**config.mk**
```make
export PLATFORM = sky130hd
export DESIGN_NAME = seq_restoring_divider
export DESIGN_NICKNAME = d
export VERILOG_FILES = /design/src/rtl/seq_restoring_divider.sv
export SDC_FILE = /design/constraint.sdc
export NUM_CORES = 1
export LEC_CHECK = 0
export CORE_MARGIN = 5
export CORE_UTILIZATION = 53
export DETAILED_ROUTE_END_ITERATION = 8
export PLACE_DENSITY = 0.79
export SETUP_SLACK_MARGIN = 0.5
export SYNTH_ARGS = -nofsm -noshare
export SYNTH_HDL_FRONTEND = slang
export SYNTH_SLANG_ARGS = --single-unit
```
**constraint.sdc**
```tcl
create_clock -name clk -period 2.3 [get_ports clk]
set_input_delay 0.46 -clock clk [delete_from_list [all_inputs] [get_ports clk]]
set_output_delay 0.46 -clock clk [all_outputs]
set_load 0.01 [all_outputs]
```
**src/rtl/seq_restoring_divider.sv**
```systemverilog
// ============================================================================
// seq_restoring_divider : iterative unsigned restoring divider, one bit/clock
// Revision: 1.0
// ============================================================================
`default_nettype none

module seq_restoring_divider #(
  parameter int WIDTH = 4
) (
  input  logic             clk,
  input  logic             rst,
  input  logic             start,
  input  logic [WIDTH-1:0] dividend,
  input  logic [WIDTH-1:0] divisor,
  output logic             ready,
  output logic             done,
  output logic [WIDTH-1:0] quotient,
  output logic [WIDTH-1:0] remainder,
  output logic             div_by_zero
);

  localparam int CW = $clog2(WIDTH + 1);

  typedef enum logic [1:0] {
    IDLE = 2'd0,
    BUSY = 2'd1,
    DONE = 2'd2
  } state_t;

  state_t           state;
  logic [WIDTH-1:0] acc;
  logic [WIDTH-1:0] q;
  logic [WIDTH-1:0] d;
  logic [CW-1:0]    count;

  logic [WIDTH:0]   acc_sh;
  logic [WIDTH:0]   trial;
  logic [WIDTH-1:0] acc_next;
  logic [WIDTH-1:0] q_next;
  logic             last;

  // acc < d always holds, so the shifted remainder fits WIDTH bits whenever
  // the trial subtraction goes negative and the restored value is kept.
  always_comb begin
    acc_sh   = {acc, q[WIDTH-1]};
    trial    = acc_sh - {1'b0, d};
    acc_next = trial[WIDTH] ? acc_sh[WIDTH-1:0] : trial[WIDTH-1:0];
    q_next   = {q[WIDTH-2:0], ~trial[WIDTH]};
    last     = (count == CW'(WIDTH - 1));
  end

  always_ff @(posedge clk or posedge rst) begin
    if (rst) begin
      state       <= IDLE;
      ready       <= 1'b1;
      done        <= 1'b0;
      quotient    <= '0;
      remainder   <= '0;
      div_by_zero <= 1'b0;
      acc         <= '0;
      q           <= '0;
      d           <= '0;
      count       <= '0;
    end else begin
      case (state)
        IDLE, DONE: begin
          done <= 1'b0;
          if (start) begin
            if (divisor != '0) begin
              acc   <= '0;
              q     <= dividend;
              d     <= divisor;
              count <= '0;
              ready <= 1'b0;
              state <= BUSY;
            end else begin
              quotient    <= '1;
              remainder   <= dividend;
              div_by_zero <= 1'b1;
              done        <= 1'b1;
              ready       <= 1'b1;
              state       <= DONE;
            end
          end else begin
            ready <= 1'b1;
            state <= IDLE;
          end
        end
        BUSY: begin
          acc   <= acc_next;
          q     <= q_next;
          count <= count + 1'b1;
          if (last) begin
            quotient    <= q_next;
            remainder   <= acc_next;
            div_by_zero <= 1'b0;
            done        <= 1'b1;
            ready       <= 1'b1;
            state       <= DONE;
          end
        end
        default: begin
          done  <= 1'b0;
          ready <= 1'b1;
          state <= IDLE;
        end
      endcase
    end
  end

endmodule

`default_nettype wire

```
==> results_dict.tcl, run 1 <==
set metrics [dict create \
    clockRootBuffer "clkbuf_4" \
    power_mw 3.15 \
    setup-violations-final 0 \
    fin_tns_setup_ns 0 \
    critPathKind "reg2reg" \
    cts_hold_buffers 0 \
    syn_inst 149 \
    period_share_pct 89.0 \
    drtIter0Drc 53 \
    grt_first_pass_wirelength_mm 5.53 \
    fp.dieH_microns 62.2 \
    fmax_ghz 0.488 \
    h-tree-depth 1 \
    slew_viol_final 0 \
    cp.arrival_ns 2.26 \
    cts.clk_slew.worst_paths_ns 0.14 \
    syn_nets 167 \
    critPathRequiredTime_ns 2.52 \
    cts_tree "done" \
    rows 19 \
    synthAdderAreaFrac_pct 6.59 \
    peakVddDrop_uv 1140 \
    core_area_sq_mm 0.00269 \
    ant_nets 0 \
    max_slew.worst_pin.slew_ns 0.565 \
    cts_num_sinks 27 \
    io_pins 22 \
    synth-xor-area-share_pct 1.82 \
    drv_cap 0 \
    finalHoldViolCount 0 \
    netlist-cell-type-count 43 \
    power.density_mw_per_mm2 1680 \
    vias_per_cell 5.61 \
    placed_cell_area_sq_mm 0.00172 \
    clock_path_buffers 2 \
    die_x_microns 62.2 \
    synth_top_family_by_area "simple AND/OR/NAND/NOR gates" \
    diodes 0 \
    hp-class "in2async" \
    drc 0 \
    syn_area_per_cell_sq_um 9.68 \
    yosys_warnings 0 \
    vias 1162 \
    grt_max_degree 17 \
    drive_gt1_share_pct 22.2 \
    synth.mux.area_fraction_pct 3.56 \
    synth_area_sq_mm 0.00144 \
    synth-compound-area-share_pct 16.4 \
    cts-buffers-inserted 3 \
    path_max_fanout 8 \
    end_kind "flop" \
    dieArea_sq_mm 0.00387 \
    r2r_slack_ns 0.25 \
    grt_pass1_vias 1168 \
    synth_seq_area_share_pct 46.9 \
    synth-edff-count 0 \
    clock_skew_ns 0.00374 \
    clkLatencyLatePin_ns 0.32 \
    critPathLaunchType "flop" \
    wl_per_cell_microns 15.0 \
    synth_seq_cells 27 \
    dr.pass1.iters 4 \
    synth-simple-area-share_pct 19.9 \
    slew_headroom_pct 62.3 \
    grt_usage_pct 17.4 \
    rsz0062_at_grt "true" \
    grt_antenna_before_repair 0 \
    stdcell_area_sq_mm 0.00187 \
    hpwl_mm 2.30 \
    leakage_nw 0.852 \
    finalNetCount 195 \
    async_flop_share_pct 100 \
    port_buffers 21 \
    routed_wl_mm 3.10 \
    layout_min_cycle_time_ns 2.05 \
    initial_core_util_pct 53.7 \
    synthToLayoutAreaGrowth_pct 29.9 \
    status "finished clean" \
    grt-ovfl-total 0 \
    gp_congestion 0.859 \
    synth_flop_cell "dfrtp_1" \
]
stage by stage:
stage | worst slack (ns) | std cells | hold slack (ns) | util [%]
6_report | 0.253 | 207 | 0.440 | 69.8
5_1_grt | 0.188 | 207 | 0.462 | 69.8
4_1_cts | 0.295 | 207 | 0.467 | 67.4
3_5_place_dp | 0.109 | 198 | 0.494 | 64.0
3_3_place_gp | 0.141 | 198 | 0.459 | 64.0
2_1_floorplan | 0.408 | 149 | 0.468 | -
cells by family (layout without fill, tap and decap cells):
group                      after synthesis  after routing
AOI/OAI and AO/OA                       34             34
xor gates and xnor gates                 3              3
adders and majority gates                7              7
buffers and inverters                   15             42
DFF                                     27             27
muxes                                    5              5
and+or+nand+nor                         58             58
power by group:
| part | switching, mW | internal, mW |
|---|---|---|
| logic | 0.997 | 1.03 |
| clock network | 0.138 | 0.0680 |
| registers | 0.201 | 0.714 |
| total | 1.34 | 1.82 |
layout by cell type (no fill, tap or decap), types with 4 or more instances in the layout:
cell type / Yosys / routed
nor2_1: 21 / 18
a21oi_1: 10 / 8
clkdlybuf4s50_1: 0 / 19
nand3_1: 4 / 4
nand2_1: 16 / 15
buf_4: 1 / 8
inv_1: 8 / 7
o21ai_0: 6 / 6
ha_1: 6 / 5
dfrtp_1: 26 / 26
mux2i_1: 4 / 4
critical path, stage by stage, from the launching register on:
cell       delay, ns
dfrtp_1         0.41
inv_2           0.07
ha_4            0.16
fa_2            0.34
nand2b_4        0.15
o2bb2ai_4       0.19
and4_4          0.21
a2111oi_4       0.31
a21oi_1         0.10
synth_stat cells, types with 2 or more instances:
cell type	n	area share (%)
mux2i_1	4	2.8
nand2b_1	4	1.7
o21ai_0	6	2.1
nand3_1	4	1.4
a31oi_1	2	0.87
buf_2	2	0.69
dfrtp_1	26	45
ha_1	6	5.2
clkbuf_1	3	0.78
nand3b_1	2	1.0
a21oi_1	10	3.5
o21ai_2	2	1.2
o21ai_1	3	1.0
nor2b_1	3	1.3
nand2_1	16	4.2
inv_1	8	2.1
nor2_1	21	5.5
xnor2_1	2	1.2
repair_timing:
item | 4_1_cts | 5_1_grt
endpoints found under the setup margin | 12 | 12
setup buffers | 5 | 0
pin swaps | 9 | 3
resized for setup | 7 | 12
final timing paths:
kind                             startpoint      endpoint  cells past startpoint
worst max-delay path                   q[3]  remainder[2]                      8
min in group clk                div_by_zero   div_by_zero                      1
max in group asynchronous               rst  remainder[1]                      3
worst min register to register  div_by_zero   div_by_zero                      1
worst min-delay path                    rst          d[0]                      2
worst max register to register         q[3]  remainder[2]                      8
state kept, by name, summed over array words and instances (netlist names):
register / flops
acc: 4
count: 3
d: 4
div_by_zero: 1
done: 1
q: 4
quotient: 4
ready: 1
remainder: 4
state: 1
per-layer routing:
metal | global-route usage [%] | share of wire, %
met5 | 0 | 0
met4 | 5.69 | 1.3
met3 | 2.70 | 4.0
met2 | 30.2 | 53
met1 | 21.8 | 42
area by class of cell:
cell class                      instances  area [sq um]
Inverter                                8          30.0
Fill cell                             195           812
Multi-Input combinational cell        107           820
Tap cell                               31          38.8
Clock buffer                            4          26.3
Sequential cell                        27           677
Timing Repair Buffer                   30           283
Power figures use the tool's default switching activity.
==> run 2, diff against run 1 <==
--- a/config.mk
+++ b/config.mk
@@ -9,7 +9,7 @@
 export CORE_UTILIZATION = 53
 export DETAILED_ROUTE_END_ITERATION = 8
 export PLACE_DENSITY = 0.79
-export SETUP_SLACK_MARGIN = 0.5
+export SETUP_SLACK_MARGIN = 0.15
 export SYNTH_ARGS = -nofsm -noshare
 export SYNTH_HDL_FRONTEND = slang
 export SYNTH_SLANG_ARGS = --single-unit
==> run 2 against run 1 <==
  * Via count is 1.6% lower
  * Wire length rose by 2.4%
  * Fmax is 2.8% lower
  * Clock skew grew 0.0026 ns
  * Clock power is 8% higher
  * Critical path depth did not move
  * Design area fell by 5.2%
  * First-iteration DRC count grew 42%
==> results_dict.tcl, run 2 (synthesis gave the netlist of run 1 again) <==
set metrics [dict create \
    drtIter0Drc 75 \
    clock_path_buffers 2 \
    port_buffers 21 \
    mostFrequentLayoutCell "dfrtp_1" \
    fp.dieH_microns 62.2 \
    slew_headroom_pct 67.7 \
    diodes 0 \
    hp-class "in2async" \
    layout_min_cycle_time_ns 2.11 \
    wl_per_cell_microns 15.5 \
    met3_length_microns 121 \
    finalNetCount 192 \
    critPathLaunchType "flop" \
    cts_hold_buffers 0 \
    highest_layer "met4" \
    clock_skew_ns 0.00633 \
    hpwl_mm 2.36 \
    grt_usage_pct 17.4 \
    dr_wl_met2_mm 1.59 \
    routed_wl_mm 3.17 \
    cts_num_sinks 27 \
    worstPathCellList "inv_1 -> ha_1 -> fa_2 -> nand2b_4 -> o2bb2ai_4 -> and4_4 -> a2111oi_2 -> a21oi_1" \
    clkLatencyLatePin_ns 0.34 \
    fin_tns_setup_ns 0 \
    vias_per_cell 5.60 \
    rows 19 \
    slowest_stage "dfrtp_1" \
    initial_core_util_pct 53.7 \
    layout_common_cells "dfrtp_1, nor2_1, clkdlybuf4s50_1" \
    drive_gt1_share_pct 14.5 \
    grt_max_degree 17 \
    core_area_sq_mm 0.00269 \
    h-tree-depth 1 \
    die_x_microns 62.2 \
    setup-violations-final 0 \
    grt_first_pass_wirelength_mm 5.54 \
    vias 1143 \
    cts_tree "done" \
    io_pins 22 \
    hold_slack_ns 0.414 \
    slew_viol_final 0 \
    path_max_fanout 9 \
    status "finished clean" \
    synthToLayoutAreaGrowth_pct 23.2 \
    cts-buffers-inserted 3 \
    dr.pass1.iters 4 \
    layout.cells.non_filler 204 \
    clockRootBuffer "clkbuf_4" \
    fmax_ghz 0.475 \
    end_kind "flop" \
    power.density_mw_per_mm2 1590 \
    max_slew.worst_pin.slew_ns 0.484 \
    period_share_pct 91.6 \
    grt-ovfl-total 0 \
    drc 0 \
    grt_antenna_before_repair 0 \
    peakVddDrop_uv 1100 \
    power_mw 2.83 \
    drv_cap 0 \
    gp_congestion 0.803 \
    cts.clk_slew.worst_paths_ns 0.16 \
    wl_met1_mm 1.37 \
    dieArea_sq_mm 0.00387 \
    critPathMaxStageDelay_ns 0.39 \
    grt_pass1_vias 1260 \
    critPathRequiredTime_ns 2.54 \
    leakage_nw 0.800 \
    cp.arrival_ns 2.35 \
    ant_nets 0 \
    rsz0062_at_grt "false" \
    finalHoldViolCount 0 \
    dp.cells 199 \
    critPathKind "reg2reg" \
]
run 2: what timing repair did:
action / CTS / global route
setup buffers: 1 / 0
endpoints found under the setup margin: 1 / 1
gates resized for setup: 4 / 3
run 2: metal layers:
| layer | track usage (%) | vias to the layer above |
|---|---|---|
| li1 | - | 562 |
| met1 | 20.1 | 551 |
| met2 | 30.7 | 21 |
| met3 | 3.06 | 9 |
| met4 | 8.13 | 0 |
| met5 | 0 | - |
run 2: stage by stage:
stage	util (%)	instance area (sq um)	setup slack, ns
after floorplan	-	1440	0.215
after global placement	63.3	1700	0.137
after detailed placement	63.3	1700	0.0562
after CTS	65.6	1760	0.194
after global routing	66.1	1780	0.115
final	66.1	1780	0.194
run 2: final cells by class:
class / instances / area (sq um)
well taps: 31 / 38.8
inverters: 8 / 30.0
flip-flops and latches: 27 / 677
clock buffers: 3 / 22.5
fillers: 218 / 910
clock inverters: 1 / 7.51
multi-input cells: 107 / 733
repair buffers: 27 / 268
run 2: final timing paths:
check                                  from           end  slack, ns  depth (start not counted)
worst min-delay path                    rst        acc[0]       0.41                          2
min in group clk                div_by_zero   div_by_zero       0.50                          1
worst max register to register         q[3]  remainder[2]       0.19                          8
max in group asynchronous               rst          done       1.30                          3
worst min register to register  div_by_zero   div_by_zero       0.50                          1
worst max-delay path                   q[3]  remainder[2]       0.19                          8
run 2: power breakdown:
part           total [mW]  switching, mW  internal, mW
Clock               0.223          0.156        0.0668
Sequential          0.899          0.184         0.714
Combinational        1.70          0.884         0.820
run 2: worst max-delay path, delay by kind of cell, from the launching register on:
kind | cells | cell delay [ns]
flops | 1 | 0.39
simple gates | 2 | 0.37
buf+inv | 1 | 0.06
compound gates | 3 | 0.59
fa+ha+maj | 2 | 0.59
==> RTL edit (flow settings as in run 2) <==
Change the parameter `WIDTH` from 4 to 8.
--- a/src/rtl/seq_restoring_divider.sv
+++ b/src/rtl/seq_restoring_divider.sv
@@ -5,7 +5,7 @@
 `default_nettype none
 
 module seq_restoring_divider #(
-  parameter int WIDTH = 4
+  parameter int WIDTH = 8
 ) (
   input  logic             clk,
   input  logic             rst,
Ports: changed (resized dividend, divisor, quotient and remainder); port bits go from 22 to 38. The function was not compared with the original's and may differ.
==> RTL edit against run 2 <==
The flow now finishes with violations (setup timing). Largest power group unchanged. Wire length is 120% higher. Sequential cell count is 21 higher. Count of clock-buffer cells in the layout is 5 higher. Critical path type unchanged. Worst setup slack worse by 0.22 ns. Design area is 89% higher. Total power is 130% higher. Clock skew hardly changed. Synthesized area is 75% higher.
==> RTL edit: results (changes against run 2) <==
[clocking]
cts_htree_levels = 2  ; +1
root_buffer = sky130_fd_sc_hd__clkbuf_8
tritoncts.num_buffers = 5  ; +2
clk_pin_slew_ns = 0.08  ; -0.08 ns
clock_insertion_delay_worst_skew_ns = 0.30  ; -0.04 ns
clkSinkCount = 48  ; +78%
post-cts-setup-buffer-count = 4  ; +3
cts_resized = 10  ; +6

[yosys]
synthDistinctLibCells = 53  ; +23%
post_synth_xor_area_fraction_pct = 1.39  ; -0.43 points
ys_top_cells_by_area = sky130_fd_sc_hd__dfrtp_1, sky130_fd_sc_hd__nand2_1, sky130_fd_sc_hd__ha_1
synth_compound_area_share_pct = 21.1  ; +4.7 points
synth_mux_area_share_pct = 4.46  ; +0.91 points
seq_area_frac_synth_pct = 47.6  ; +0.72 points
postSynthNetCount = 288  ; +72%
total_standard_cell_area_after_synthesis_um2 = 2520  ; +75%
synth-adder-area-share_pct = 5.26  ; -1.3 points

[route]
avgRoutedWirePerCell_um = 18.5  ; +19%
drt_iter0_drc = 126  ; +68%

[global_route]
track_usage_pct = 22.2  ; +4.8 points
grt_pass1_wl_mm = 10.9  ; +97%
grt_max_degree = 32  ; +15
vias_in_the_first_global_route = 2183  ; +73%

[sta]
timing.final.ws_setup_ns = -0.0310  ; -0.225 ns
finClkSkew_ns = 0.00616  ; -0.000172 ns
setup_viol = 1  ; +1
timing.slew.headroom_pct = 62.3  ; -5.4 points

[power_and_ir_drop]
ir_drop_mv = 0.820  ; -25%
leakagePower_nw = 1.39  ; +74%
intPower_w = 0.00357  ; +120%

[worst_setup_path]
critical_path_arrival_ns = 2.54  ; +0.19 ns
setup.worst_path.start = acc[4]$_DFFE_PP0P_
reg2reg_depth = 6  ; -2
timing.critical_path.slowest_cell_delay_ns = 0.45  ; +0.06 ns
r2r_end = remainder[0]$_DFFE_PP0P_
biggest_fanout_along_the_worst_timing_path = 8  ; -1
timing.critical_path.max_delay_family = compound AO/OA/AOI/OAI gates

[status]
violations = setup timing
outcome = finished with violations

[final_layout]
buffer_area_share_pct = 17.4  ; +2.4 points
nonClockBufferCount = 60  ; +120%
regArea_um2 = 1200  ; +78%
final-clk-cell-share_pct = 2.68  ; +0.99 points
multi_input_comb_area_um2 = 1370  ; +87%
final_layout_size_suffix_gt1_share_pct = 20.7  ; +6.2 points
n_multi_input_combinational_cell = 186  ; +74%
finish.net_count = 342  ; +78%
clock_buffers = 8  ; +5

[placement]
hpwlAfterDp_mm = 4.65  ; +97%
place.port_buffers = 37  ; +76%
placed_cell_area_um2 = 3070  ; +81%

## RTL edit: cell types whose count changed after synthesis, moves of 7 or more
cell	run 2	this run
sky130_fd_sc_hd__dfrtp_1	26	47
sky130_fd_sc_hd__nand2_1	16	31
sky130_fd_sc_hd__o21ai_0	6	20
sky130_fd_sc_hd__o22a_1	0	7
## RTL edit: per-layer routing
layer | share of wire, % | GRT usage [%]
met4 | 1.3 | 6.53
met3 | 7.2 | 4.42
met2 | 49 | 36.2
met1 | 43 | 30.2
met5 | 0 | 0
## RTL edit: worst min path at each step
| stage | startpoint | to | slack (ns) |
|---|---|---|---|
| after global placement | count[3]$_DFFE_PP0P_ | count[3]$_DFFE_PP0P_ | 0.47 |
| after global routing | rst | q[3]$_DFFE_PP0P_ | 0.49 |
| after CTS | rst | quotient[5]$_DFFE_PP0P_ | 0.47 |
| final | rst | q[4]$_DFFE_PP0P_ | 0.46 |
| after detailed placement | quotient[2]$_DFFE_PP0P_ | quotient[2]$_DFFE_PP0P_ | 0.48 |
| after floorplan | count[3]$_DFFE_PP0P_ | count[3]$_DFFE_PP0P_ | 0.44 |
## RTL edit: through the flow
stage               setup WS, ns  hold slack [ns]  utilization [%]  cells  setup TNS (ns)
floorplan                  0.153            0.442                -    259               0
global placement          0.0108            0.472             65.9    354               0
detailed placement       -0.0506            0.480             65.9    354          -0.166
CTS                       0.0545            0.466             69.5    366               0
global route              -0.103            0.487             72.2    368          -0.578
finish                   -0.0310            0.457             72.2    368         -0.0310
## RTL edit: power by group through the flow
stage          Clock [W]  Sequential, W  Combinational (W)
2_1_floorplan          0        0.00156            0.00218
3_3_place_gp           0        0.00156            0.00312
3_5_place_dp           0        0.00156            0.00321
4_1_cts         0.000523        0.00156            0.00362
5_1_grt         0.000562        0.00163            0.00463
6_report        0.000515        0.00158            0.00428
